## config.mk

```make
export PLATFORM = sky130hd
export DESIGN_NAME = mem_sequencer
export DESIGN_NICKNAME = d
export VERILOG_FILES = /design/src/rtl/mem_sequencer_pkg.sv /design/src/rtl/mem_seq_bytelane.sv /design/src/rtl/mem_sequencer.sv
export SDC_FILE = /design/constraint.sdc
export NUM_CORES = 1
export LEC_CHECK = 0
export BUFFER_PORTS_ARGS = -buffer_cell sky130_fd_sc_hd__buf_2
export CAP_MARGIN = 20
export CORE_MARGIN = 2
export CORE_UTILIZATION = 45
export CTS_CLUSTER_DIAMETER = 200
export DETAILED_ROUTE_END_ITERATION = 8
export HOLD_SLACK_MARGIN = 0.1
export PLACE_DENSITY_LB_ADDON = 0.3
export REMOVE_ABC_BUFFERS = 1
export SYNTH_ARGS = -nofsm -noshare
export SYNTH_HDL_FRONTEND = slang
export SYNTH_SLANG_ARGS = --single-unit
```

## constraint.sdc

```tcl
create_clock -name clk -period 4.6 [get_ports clk]
set_input_delay 0.92 -clock clk [delete_from_list [all_inputs] [get_ports clk]]
set_output_delay 0.92 -clock clk [all_outputs]
set_load 0.005 [all_outputs]
```

## src/rtl/mem_sequencer_pkg.sv

```systemverilog
// Shared types for the LC-3b memory-transaction sequencer: memory op encoding,
// write lane mask for the default 16-bit datapath, and sequencer state encoding.
package mem_sequencer_pkg;

   localparam int unsigned LC3B_DATA_W = 16;
   localparam int unsigned LC3B_LANES  = LC3B_DATA_W / 8;

   typedef enum logic [2:0] {
      MOP_LDW = 3'd0,
      MOP_LDB = 3'd1,
      MOP_STW = 3'd2,
      MOP_STB = 3'd3,
      MOP_LDI = 3'd4,
      MOP_STI = 3'd5
   } lc3b_memop;

   typedef logic [LC3B_LANES-1:0] lc3b_mem_wmask;

   typedef enum logic [2:0] {
      ST_IDLE = 3'd0,
      ST_RD_A = 3'd1,
      ST_RD_B = 3'd2,
      ST_WR   = 3'd3,
      ST_RESP = 3'd4
   } mem_seq_state_e;

endpackage

```

## src/rtl/mem_seq_bytelane.sv

```systemverilog
// Byte-lane steering: read lane extract with sign extension, and store byte
// replication with a one-hot write lane mask.
module mem_seq_bytelane #(
   parameter  int unsigned DATA_W = 16,
   localparam int unsigned LANES  = DATA_W / 8,
   localparam int unsigned LB     = $clog2(LANES)
) (
   input  logic [DATA_W-1:0] rdata,
   input  logic [LB-1:0]     rd_lane,
   input  logic [7:0]        wbyte,
   input  logic [LB-1:0]     wr_lane,
   output logic [DATA_W-1:0] rdata_sext_c,
   output logic [DATA_W-1:0] wdata_repl_c,
   output logic [LANES-1:0]  lane_mask_c
);

   logic [7:0] rd_byte;

   always_comb begin
      rd_byte = 8'h00;
      for (int unsigned i = 0; i < LANES; i++) begin
         if (rd_lane == LB'(i)) rd_byte = rdata[8*i +: 8];
      end
   end

   assign rdata_sext_c = {{(DATA_W-8){rd_byte[7]}}, rd_byte};
   assign wdata_repl_c = {LANES{wbyte}};
   assign lane_mask_c  = LANES'(1) << wr_lane;

endmodule

```

## src/rtl/mem_sequencer.sv

```systemverilog
// Request/response memory sequencer for word, byte and indirect loads/stores.
// Optional per-access watchdog enabled by defining MEM_SEQ_TIMEOUT_EN.
module mem_sequencer
   import mem_sequencer_pkg::*;
#(
   parameter  int unsigned DATA_W         = 16,
   parameter  int unsigned ADDR_W         = 16,
   parameter  int unsigned TIMEOUT_CYCLES = 255,
   localparam int unsigned LANES          = DATA_W / 8,
   localparam int unsigned LB             = $clog2(LANES)
) (
   input  logic              clk,
   input  logic              rst,
   input  logic              req_valid,
   output logic              req_ready,
   input  lc3b_memop         req_op,
   input  logic [ADDR_W-1:0] req_addr,
   input  logic [DATA_W-1:0] req_wdata,
   output logic              rsp_valid,
   output logic [DATA_W-1:0] rsp_rdata,
   output logic              rsp_err,
   output logic              mem_read,
   output logic              mem_write,
   output logic [ADDR_W-1:0] mem_address,
   output logic [DATA_W-1:0] mem_wdata,
   output logic [LANES-1:0]  mem_byte_enable,
   input  logic [DATA_W-1:0] mem_rdata,
   input  logic              mem_resp
);

   if (DATA_W < 16 || (DATA_W % 8) != 0 || TIMEOUT_CYCLES < 1) begin : g_bad_params
      $error("mem_sequencer: unsupported parameter set");
   end

   localparam logic [ADDR_W-1:0] ALIGN_MASK = ~ADDR_W'(LANES - 1);

   mem_seq_state_e    state_q, state_d;
   lc3b_memop         op_q, op_d;
   logic [LB-1:0]     lane_q, lane_d;
   logic [DATA_W-1:0] wdata_q, wdata_d;

   logic              req_ready_d, rsp_valid_d, rsp_err_d, mem_read_d, mem_write_d;
   logic [DATA_W-1:0] rsp_rdata_d, mem_wdata_d;
   logic [ADDR_W-1:0] mem_address_d, ptr_c;
   logic [LANES-1:0]  mem_byte_enable_d;

   logic [DATA_W-1:0] rdata_sext_c, wdata_repl_c;
   logic [LANES-1:0]  lane_mask_c;

`ifdef MEM_SEQ_TIMEOUT_EN
   localparam int unsigned       WAIT_W     = $clog2(TIMEOUT_CYCLES + 1);
   localparam logic [WAIT_W-1:0] WAIT_LIMIT = WAIT_W'(TIMEOUT_CYCLES - 1);
   logic [WAIT_W-1:0] wait_q, wait_d;
`endif

   mem_seq_bytelane #(.DATA_W(DATA_W)) u_bytelane (
      .rdata        (mem_rdata),
      .rd_lane      (lane_q),
      .wbyte        (req_wdata[7:0]),
      .wr_lane      (req_addr[LB-1:0]),
      .rdata_sext_c (rdata_sext_c),
      .wdata_repl_c (wdata_repl_c),
      .lane_mask_c  (lane_mask_c)
   );

   // Indirect pointer always addresses a whole word.
   assign ptr_c = ADDR_W'(mem_rdata) & ALIGN_MASK;

   always_comb begin
      state_d           = state_q;
      op_d              = op_q;
      lane_d            = lane_q;
      wdata_d           = wdata_q;
      req_ready_d       = 1'b0;
      rsp_valid_d       = 1'b0;
      rsp_err_d         = 1'b0;
      rsp_rdata_d       = '0;
      mem_read_d        = 1'b0;
      mem_write_d       = 1'b0;
      mem_address_d     = mem_address;
      mem_wdata_d       = '0;
      mem_byte_enable_d = '1;
`ifdef MEM_SEQ_TIMEOUT_EN
      wait_d            = '0;
`endif
      case (state_q)
         ST_IDLE: begin
            req_ready_d = 1'b1;
            if (req_valid && req_ready) begin
               op_d    = req_op;
               lane_d  = req_addr[LB-1:0];
               wdata_d = req_wdata;
               case (req_op)
                  MOP_LDW, MOP_LDI, MOP_STI: begin
                     state_d       = ST_RD_A;
                     req_ready_d   = 1'b0;
                     mem_read_d    = 1'b1;
                     mem_address_d = req_addr & ALIGN_MASK;
                  end
                  MOP_LDB: begin
                     state_d       = ST_RD_A;
                     req_ready_d   = 1'b0;
                     mem_read_d    = 1'b1;
                     mem_address_d = req_addr;
                  end
                  MOP_STW: begin
                     state_d       = ST_WR;
                     req_ready_d   = 1'b0;
                     mem_write_d   = 1'b1;
                     mem_address_d = req_addr & ALIGN_MASK;
                     mem_wdata_d   = req_wdata;
                  end
                  MOP_STB: begin
                     state_d           = ST_WR;
                     req_ready_d       = 1'b0;
                     mem_write_d       = 1'b1;
                     mem_address_d     = req_addr;
                     mem_wdata_d       = wdata_repl_c;
                     mem_byte_enable_d = lane_mask_c;
                  end
                  default: ;
               endcase
            end
         end
         ST_RD_A: begin
            if (mem_resp) begin
               case (op_q)
                  MOP_LDI: begin
                     state_d       = ST_RD_B;
                     mem_read_d    = 1'b1;
                     mem_address_d = ptr_c;
                  end
                  MOP_STI: begin
                     state_d       = ST_WR;
                     mem_write_d   = 1'b1;
                     mem_address_d = ptr_c;
                     mem_wdata_d   = wdata_q;
                  end
                  MOP_LDB: begin
                     state_d     = ST_RESP;
                     rsp_valid_d = 1'b1;
                     rsp_rdata_d = rdata_sext_c;
                  end
                  default: begin
                     state_d     = ST_RESP;
                     rsp_valid_d = 1'b1;
                     rsp_rdata_d = mem_rdata;
                  end
               endcase
            end else begin
               mem_read_d = 1'b1;
            end
         end
         ST_RD_B: begin
            if (mem_resp) begin
               state_d     = ST_RESP;
               rsp_valid_d = 1'b1;
               rsp_rdata_d = mem_rdata;
            end else begin
               mem_read_d = 1'b1;
            end
         end
         ST_WR: begin
            if (mem_resp) begin
               state_d     = ST_RESP;
               rsp_valid_d = 1'b1;
            end else begin
               mem_write_d       = 1'b1;
               mem_wdata_d       = mem_wdata;
               mem_byte_enable_d = mem_byte_enable;
            end
         end
         ST_RESP: begin
            state_d     = ST_IDLE;
            req_ready_d = 1'b1;
         end
         default: begin
            state_d     = ST_IDLE;
            req_ready_d = 1'b1;
         end
      endcase
`ifdef MEM_SEQ_TIMEOUT_EN
      // Watchdog: a response arriving on the expiry cycle still wins.
      if ((state_q == ST_RD_A || state_q == ST_RD_B || state_q == ST_WR) && !mem_resp) begin
         if (wait_q == WAIT_LIMIT) begin
            state_d           = ST_RESP;
            rsp_valid_d       = 1'b1;
            rsp_err_d         = 1'b1;
            rsp_rdata_d       = '0;
            mem_read_d        = 1'b0;
            mem_write_d       = 1'b0;
            mem_wdata_d       = '0;
            mem_byte_enable_d = '1;
         end else begin
            wait_d = wait_q + WAIT_W'(1);
         end
      end
`endif
   end

   always_ff @(posedge clk) begin
      if (rst) begin
         state_q         <= ST_IDLE;
         op_q            <= MOP_LDW;
         lane_q          <= '0;
         wdata_q         <= '0;
         req_ready       <= 1'b1;
         rsp_valid       <= 1'b0;
         rsp_err         <= 1'b0;
         rsp_rdata       <= '0;
         mem_read        <= 1'b0;
         mem_write       <= 1'b0;
         mem_address     <= '0;
         mem_wdata       <= '0;
         mem_byte_enable <= '1;
`ifdef MEM_SEQ_TIMEOUT_EN
         wait_q          <= '0;
`endif
      end else begin
         state_q         <= state_d;
         op_q            <= op_d;
         lane_q          <= lane_d;
         wdata_q         <= wdata_d;
         req_ready       <= req_ready_d;
         rsp_valid       <= rsp_valid_d;
         rsp_err         <= rsp_err_d;
         rsp_rdata       <= rsp_rdata_d;
         mem_read        <= mem_read_d;
         mem_write       <= mem_write_d;
         mem_address     <= mem_address_d;
         mem_wdata       <= mem_wdata_d;
         mem_byte_enable <= mem_byte_enable_d;
`ifdef MEM_SEQ_TIMEOUT_EN
         wait_q          <= wait_d;
`endif
      end
   end

endmodule
```

## Word level (Yosys, flattened, before mapping)

Index checks and enable logic that the tools add are counted.

| operators by class | value |
|---|---|
| equality and inequality tests | 18 |
| shift-type cells | 1 |
| muxes and demuxes | 44 |
| reductions and logical operators | 15 |

Operators by type and width:

| kind | count |
|---|---|
| $pmux W16 S2 | 5 |
| $mux W16 | 9 |
| $pmux W16 S3 | 1 |
| $mux W1 | 14 |
| $eq A3 B2 Y1 const B | 4 |
| $eq A3 B3 Y1 const B | 4 |
| $pmux W3 S2 | 2 |
| $eq A3 B1 Y1 const B | 3 |
| $mux W3 | 3 |
| $pmux W3 S3 | 1 |
| $mux W8 | 1 |
| $ne A2 B2 Y1 const B | 4 |
| $reduce_or A2 Y1 | 4 |
| $reduce_or A4 Y1 | 2 |
| $logic_not A3 Y1 | 2 |
| $mux W2 | 3 |
| $ne A3 B3 Y1 const B | 2 |
| $pmux W1 S3 | 2 |
| $reduce_or A6 Y1 | 1 |
| $reduce_and A5 Y1 | 1 |
| $pmux W1 S2 | 2 |
| $pmux W2 S2 | 1 |
| $reduce_and A4 Y1 | 1 |
| $reduce_or A3 Y1 | 1 |
| other kinds (5) | 5 |

| storage, ports and cells | value |
|---|---|
| flip-flop bits (word level) | 77 |
| input port bits | 55 |
| output and inout bits | 55 |

## Depth between registers and ports, before layout

Gate-level depths: netlist (run 1).

| depth | value |
|---|---|
| depth after elaboration | 5 |
| gate-level depth with buffers | 7 |
| depth with buffers taken out | 4 |

## Modules after synthesis

A second synthesis (run 1) with hierarchy kept.

| second synthesis, totals | value |
|---|---|
| cell total of the unflattened synthesis | 369 |
| area, all modules | 3552.2 µm² |

By module, submodules not included:

| module | instances | cells an instance | area each (µm²) |
|---|---|---|---|
| mem_sequencer | 1 | 334 | 3229.3 |
| mem_seq_bytelane | 1 | 35 | 322.8 |

## Worst setup path before layout (run 1)

OpenSTA, ideal clock, no wires.

| timing path | value |
|---|---|
| path type | input port to flip-flop |
| start | input port rst |
| end | register rsp_rdata[10] |
| arrival time | 1972 ps |
| path slack | 2514 ps |
| cell stages on the path | 7 |
| buffers on the path | 3 |
| cell sequence | buf_2 > inv_1 > and3_1 > buf_2 > a41o_1 > buf_2 > a21o_1 |

RTL lines:

| element | line | text |
|---|---|---|
| start, declared | mem_sequencer.sv:13 | `input logic rst,` |
| end signal, assigned | mem_sequencer.sv:227 | `rsp_rdata <= rsp_rdata_d;` |
| end, declared | mem_sequencer.sv:20 | `output logic [DATA_W-1:0] rsp_rdata,` |

==> out/results.txt, run 1 <==
The cell area after synthesis came out at 3140 um^2. Setup repair after global routing left no endpoint under its margin. In the synthesized netlist the dominant register cell turns out to be dfxtp_1. In this run the worst setup path terminates at rsp_rdata[13].

The logs give 77 for the TritonCTS sink count and 0 for the number of warnings printed during yosys synthesis. After detailed routing, the number of vias per cell comes to 5.68. Effective utilization at floorplan: 46.5%. The critical path is of the in2reg type. The post-detailed-placement half-perimeter wirelength is 5.76 mm.

The tools report the clock latency reported for the late side of the worst-skew pair as 0.34 ns. For the worst setup path, the data required time is 4.89 ns. For the detailed route wirelength on metal2, the log shows 3.93 mm.

The register-to-register setup slack was 2.48 ns. For this run the aggregate overflow at the end of global routing stands at 0. VDD sags by at most 310 uV.

The final routed wire length divided by cell count is 16.0 um. The sort of element at the start of the critical path was a primary input. The repair_antennas step left the layout with diodes totalling 0. Summing all non-filler instances in the final layout gives an area of 3900 um^2.

The count of nets left with antenna violations after detail routing came out at 0. The count of port buffers added during placement works out to 108. The maximum number of pins on one net before global-route repair was 37; the number of distinct library cells after synthesis was 54. The first global-routing pass estimated 12.9 mm of wire. The logs give 481 for the net count of the finished layout and 511 for the number of standard cells in the final layout excluding fillers. Across the run, the number of max-cap violations was 0. In the synthesized netlist, the number of instances is 328. The worst setup path is captured at a flop. The number of top-level pins was 110; the area after detailed placement was 3690 um^2. The floorplan step defined a core boundary enclosing 6760 um^2.

The normalized max-slew margin is 42.1%. The clock transition at the registers of the reported paths works out to 0.08 ns. The flow ran to the end, and the final reports show no timing, DRC or antenna violations. The count of unresolved DRC violations after routing came out at 0.

The top achievable clock speed is 465 MHz, and the height of the chip is 87.6 um. Final hold violation count: 0. Data arrives at the worst endpoint at 2.44 ns.

Launching point of the worst reg2reg path: state_q[0]. The tools report the terminus of the critical flop-to-flop path as mem_address[6]. Global routing consumed, over all layers together, 21.7% of the routing resources. The run gives 0.00796 ns as the final setup skew.

Leaving out fill and tap cells, the most frequent cell in the layout is buf_2. The proportion of layout cells with a drive suffix above 1 was 33.2%. The path type of the worst min-delay path was reg2reg. The highest layer touched by signal routing is met4. In this run the static leakage power is 1.83 nW. Routability-driven placement finished with a final weighted congestion of 0.812. The layout overhead on the synthesized area is 24.2%, and the post-CTS resize count is 0. The critical path starts at rst.

For the via count of the first global-routing pass, the log shows 2606. The number of H-tree levels was 3; the area of the die was 7670 um^2. The final setup TNS was 0 ns; the number of CTS-inserted buffers was 9. For this design, the CTS-stage hold fixing added 0 buffers. After synthesis, the mean cell area works out to 9.58 um^2. Flop and latch count out of synthesis: 77.

For the number of antenna violations at the first check in global routing, the log shows 0. Of all nets on the critical path, the largest fanout is 23. Measured in cells, the most critical reg-to-reg path has a length of 4. The die span in x is 87.6 um, and the detailed-route via count is 2900. Including well taps, the total number of placed cells is 495.

The initialized floorplan defines 30 standard-cell rows. After detailed routing, the total wire length is 8.18 mm. Leading area contributor after synthesis: dfxtp_1. TritonCTS built the clock tree. Sequential cells were found to cover 49.1% of the synthesized design area. Of the post-synthesis cell area, the dominant cell type holds 49.1%. Buffers added to address setup during post-CTS repair amount to 0. The root buffer cell chosen for the clock tree is clkbuf_8.

The number of instances on the worst hold path was 2; the worst-case setup margin in the final layout was 2.45 ns. Dividing the final minimum period by the clock period gives 46.7%. Counting flops with a built-in enable in the synthesized netlist gives 0. Final hold analysis gives a worst-case slack of 0.456 ns. The clock passes through at most 2 buffers. The shortest period the worst path allows came out at 2.15 ns. The violation count after the first detailed-routing iteration came out at 221. Transition time of the tightest slew-check pin: 0.866 ns.

After detailed routing, the wire length on met1 is 3.53 mm. The logs give 625 um for the wire length on met3 and 633 for the filler cell count. Setup violations remaining at the end of the flow were counted as 0.

Final number of max-transition violations: 0. Leaving out fill and tap cells, the most frequent cells in the layout are buf_2, dfxtp_1, nand2_1. The first-pass iteration count of the detailed router is 6. OpenSTA, run right after detailed placement, puts the worst setup slack at 2.08 ns.

The proportion of register bits with asynchronous set or reset after synthesis is 0%. By area the synthesized netlist is led by dfxtp_1, nand2_1, a21oi_1. The power density over the cells is 380 nW/um^2.
-- cells by family (layout without fill, tap and decap cells) --
kind of cell / count (synthesis) / count (layout) / synth area share, %
mux: 10 / 10 / 3.19
buf+inv: 25 / 128 / 3.98
simple gates: 101 / 101 / 17.0
compound gates: 114 / 114 / 26.6
other cells: 1 / 1 / 0.119
flops: 77 / 77 / 49.1
-- flip-flops by register name (all words and copies together) (netlist names) --
| signal | cells |
|---|---|
| lane_q | 1 |
| mem_address | 16 |
| mem_byte_enable | 2 |
| mem_read | 1 |
| mem_wdata | 16 |
| mem_write | 1 |
| op_q | 3 |
| req_ready | 1 |
| rsp_rdata | 16 |
| rsp_valid | 1 |
| state_q | 3 |
| wdata_q | 16 |
-- per-layer routing --
metal / global-route usage, % / vias to the layer above
li1: - / 1408
met1: 30.5 / 1363
met2: 32.9 / 121
met3: 5.18 / 8
met4: 6.99 / 0
met5: 0 / -
-- critical path: stages --
cell and delay (ns):
buf_2 0.11, inv_1 0.50, and3_1 0.40, a41o_1 0.31, a21o_1 0.17
-- power breakdown --
part           switching (mW)  internal (mW)  leakage, nW  total [mW]
sequential             0.0289          0.709        0.628       0.738
clock                   0.237          0.303        0.107       0.541
combinational           0.111         0.0927         1.09       0.203
-- metrics by stage --
| stage | power (mW) | util, % |
|---|---|---|
| after global placement | 0.951 | 54.7 |
| final | 1.48 | 57.7 |
| after CTS | 1.49 | 57.7 |
| after global routing | 1.55 | 57.7 |
| after detailed placement | 0.957 | 54.7 |
| after floorplan | 0.857 | - |
-- layout make-up --
cell class,count,area [um^2],area share (%)
sequential,77,1540,39.5
inverter,1,3.75,0.0962
clock inverter,5,75.1,1.92
multi-input combinational,226,1490,38.1
clock buffer,11,131,3.37
timing repair buffer,111,563,14.4
tap,80,100,2.57
-- synthesized netlist by cell type (all sizes together), types with 5 or more instances --
cell	count
a21oi	25
nor2	17
a21o	9
o221ai	13
mux2i	10
dfxtp	77
a222oi	8
o21ai	18
nand2	52
o22ai	5
a22oi	8
o21ba	13
buf	15
clkbuf	9
-- worst min path at each step --
| stage | to | from | slack, ns |
|---|---|---|---|
| floorplan | wdata_q[0] | wdata_q[0] | 0.43 |
| global placement | wdata_q[1] | wdata_q[1] | 0.44 |
| detailed placement | wdata_q[1] | wdata_q[1] | 0.45 |
| CTS | wdata_q[1] | wdata_q[1] | 0.46 |
| global route | wdata_q[8] | wdata_q[8] | 0.48 |
| finish | wdata_q[4] | wdata_q[4] | 0.46 |
(Power assumes the default switching activity.)
==> run 2, diff against run 1 <==
--- a/config.mk
+++ b/config.mk
@@ -5,6 +5,7 @@
 export SDC_FILE = /design/constraint.sdc
 export NUM_CORES = 1
 export LEC_CHECK = 0
+export ABC_AREA = 1
 export BUFFER_PORTS_ARGS = -buffer_cell sky130_fd_sc_hd__buf_2
 export CAP_MARGIN = 20
 export CORE_MARGIN = 2
==> constraint.sdc (replaced) <==
create_clock -name clk -period 2.2 [get_ports clk]
set_input_delay 0.44 -clock clk [delete_from_list [all_inputs] [get_ports clk]]
set_output_delay 0.44 -clock clk [all_outputs]
set_load 0.005 [all_outputs]
==> out/results.txt, run 2 <==
The share of the yosys chip area belonging to registers came out at 43.5%. For the worst-skew pair, the clock arrives at the later sink with an insertion delay of 0.35 ns. During synthesis, Yosys emitted a total of 0 warnings. Counting distinct cell types in the post-synthesis netlist gives 33.

The HPWL after detailed placement is 6.82 mm. The top cell types in the final layout, fill and taps aside, are nand2_1, buf_2, dfxtp_1. The data required time at the worst endpoint is 2.42 ns. Normalized max-slew margin: 65.0%. Leaving out fill and tap cells, the most frequent cell in the layout is nand2_1. Worst-case setup slack after placement: 0.418 ns. The die span in x works out to 92.8 um. Among all flip-flop cells after synthesis, the most frequent one is dfxtp_1. The layout overhead on the synthesized area is 22.5%, and the count of unresolved DRC violations after routing is 0. For the number of post-CTS setup repair buffers, the log shows 0. After synthesis, the most frequently instantiated cells are nand2_1, dfxtp_1, a21oi_1. In the post-synthesis netlist, the cell with the most instances is nand2_1. At the pin with the least slew margin, the transition time is 0.524 ns. Setup slack on the worst reg-to-reg path comes out at 0.41 ns. For this run, the total global-route usage over all layers was measured as 22.2%. In this run the vertical extent of the chip is 92.8 um.

The die covers 8600 um^2. The proportion of register bits with asynchronous set or reset after synthesis works out to 0%. Setup repair after global routing left no endpoint under its margin. The tools report the overall routed net length as 9.57 mm.

In this run the clock root is driven by a clkbuf_8. Along the worst hold path, the cell count comes to 3. After synthesis the netlist holds a flip-flop and latch count of 77. The worst-case setup margin in the final layout came out at 0.412 ns. The maximum root-to-sink buffer count is 2.

Once the clock tree was built, the resizer swapped 0 gates to a different size. After routing, the total negative slack on setup checks comes to 0 ns. The flow ran to the end, and the final reports show no timing, DRC or antenna violations.

The tools report the antenna diode instance count as 0. TritonCTS built the clock tree. The final routed wire length divided by cell count came out at 13.4 um. The worst hold path belongs to the class in2reg. Timing would allow up to 559 MHz.

For this design, the slowest cell found on the critical path is dfxtp_1. By area the synthesized netlist is led by dfxtp_1, nand2_1, a21oi_1. In this run the critical register-to-register path is captured at mem_address[2]. The tools report the sort of element at the start of the critical path as a flop. The sequential power share is 41.1%, and the cell count after synthesis is 504. The net count of the finished layout is 663, and the peak supply drop is 362 uV. The number of top-level pins is 110. The source of the worst hold timing path was req_wdata[8]. The tools report the count of standard-cell rows as 32. The count of port buffers added during placement is 108, and the number of antenna violations at the first check in global routing is 0. The finished cells cover 4340 um^2. The shortest period the worst path allows was 1.79 ns. The final setup skew was 0.0122 ns; the power density over the cells was 1010 nW/um^2.

The total internal power was 2.76 mW. For the data arrival at the endpoint of the critical path, the log shows 2.01 ns. Traced cell by cell, the critical path runs through nor2_2 > nand3_2 > nand2_2 > nand3_4 > nand2_1 > a21oi_1. Routability-driven placement finished with a final weighted congestion of 0.869. The synthesized design contains 0 enable-type register cells.

The analysis attributes to net switching a power of 1.62 mW. The filler cell count came out at 787. In this run the cell area of the synthesized design comes to 3540 um^2. The final number of max-transition violations is 0. The launching point of the worst reg2reg path is state_q[0].

For the count of endpoints failing setup in the final report, the log shows 0. The logs give 0 for the count of nets left with antenna violations after detail routing and 0 for the final hold violation count. Entering global routing, the biggest net connects 33 pins. In this design, the stage delay of the slowest critical-path cell is 0.38 ns.

For this design the static power due to leakage is 2.14 nW. The routed layout has 3641 vias. Summing internal, switching and leakage power gives 4.38 mW. In this run the number of H-tree levels came out at 3. Using the TritonRoute via totals, the vias-per-cell ratio works out to 5.09. The run gives 25.0% as the fraction of power consumed by the clock network. The tools report the first-pass iteration count of the detailed router as 5. Of the total power, combinational logic draws 33.9%. For this block, the initial DRC count from the detailed router was 201.

Global routing finished with a remaining overflow of 0. After clock tree synthesis, the clock-pin slew on the worst setup and hold paths is 0.08 ns. The largest total area in the synthesized netlist belongs to dfxtp_1. In the finished design, the share of the clock period the worst path needs comes to 81.3%. The effective utilization at floorplan came out at 46.1%. The number of CTS-inserted buffers was 9. Kind of critical path: reg2reg. Largest fanout of any net on the critical path: 17. Once placement finished, the instance area stood at 4140 um^2. Hold repair after CTS inserted 0 buffers. The tools report the endpoint class of the critical path as a flop.

The proportion of layout cells with a drive suffix above 1 was 24.0%; the number of max-capacitance violations reported was 0. Clock tree synthesis found a total of 77 sinks. Of the total power, the share spent switching nets is 37.0%. The tools report the number of standard cells in the final layout excluding fillers as 715.

Measured in cells, the most critical reg-to-reg path has a length of 6. The top-area cell type share of the netlist area works out to 43.5%. The placed instance count was 699.

The first-pass GRT wire length was 15.2 mm; the average footprint of a synthesized cell was 7.03 um^2. The tools report the via count of the first global-routing pass as 3275. The run gives 7690 um^2 as the total core area. The end point of the most critical hold path is wdata_q[8].
## run 2: cell type report
cell class                      count  area, um^2  area share [%]
Multi-Input combinational cell    356        1680            38.7
Sequential cell                    77        1540            35.5
Timing Repair Buffer              115         606            13.9
Inverter                           49         185            4.26
Clock buffer                       13         159            3.66
Tap cell                          102         128            2.94
Clock inverter                      3        43.8            1.01
## run 2: per-stage QoR
step / util, % / hold WS [ns]
detailed placement: 53.9 / 0.455
global placement: 53.9 / 0.451
CTS: 56.5 / 0.337
finish: 56.5 / 0.348
floorplan: - / 0.439
global route: 56.5 / 0.348
## run 2: cell families (layout without fill, tap and decap cells)
family | after synthesis | in the layout | share of synthesized area (%)
buffers and inverters | 71 | 180 | 9.11
AND/OR/NAND/NOR | 242 | 242 | 30.5
other | 1 | 1 | 0.106
AO/OA/AOI/OAI | 113 | 113 | 16.8
flip-flops | 77 | 77 | 43.5
## run 2: critical path, delay by kind of cell (launching register included)
kind	cells	cell delay, ns
and+or+nand+nor	5	1.21
DFF	1	0.38
AOI/OAI and AO/OA	1	0.07
## run 2: power by group through the flow
stage	Combinational, mW	Sequential, mW	Clock [mW]
6_report	1.49	1.80	1.10
5_1_grt	1.67	1.84	1.17
4_1_cts	1.49	1.80	1.12
3_5_place_dp	1.48	1.83	0
3_3_place_gp	1.43	1.83	0
2_1_floorplan	0.925	1.84	0
## run 2: worst max-delay path by stage
stage	startpoint	endpoint	cells after the start
5_1_grt	state_q[0]	mem_address[15]	6
6_report	state_q[0]	mem_address[2]	6
2_1_floorplan	state_q[0]	mem_byte_enable[0]	6
3_5_place_dp	state_q[0]	mem_address[2]	6
3_3_place_gp	req_valid	mem_address[14]	8
4_1_cts	state_q[0]	mem_address[2]	6
## run 2: routing by layer
| layer | vias to the layer above | global-route usage (%) | share of wire, % |
|---|---|---|---|
| met1 | 1615 | 28.7 | 43 |
| li1 | 1855 | - | - |
| met4 | 0 | 8.46 | 1.3 |
| met3 | 13 | 3.82 | 8.2 |
| met2 | 158 | 37.0 | 47 |
| met5 | - | 0 | 0 |
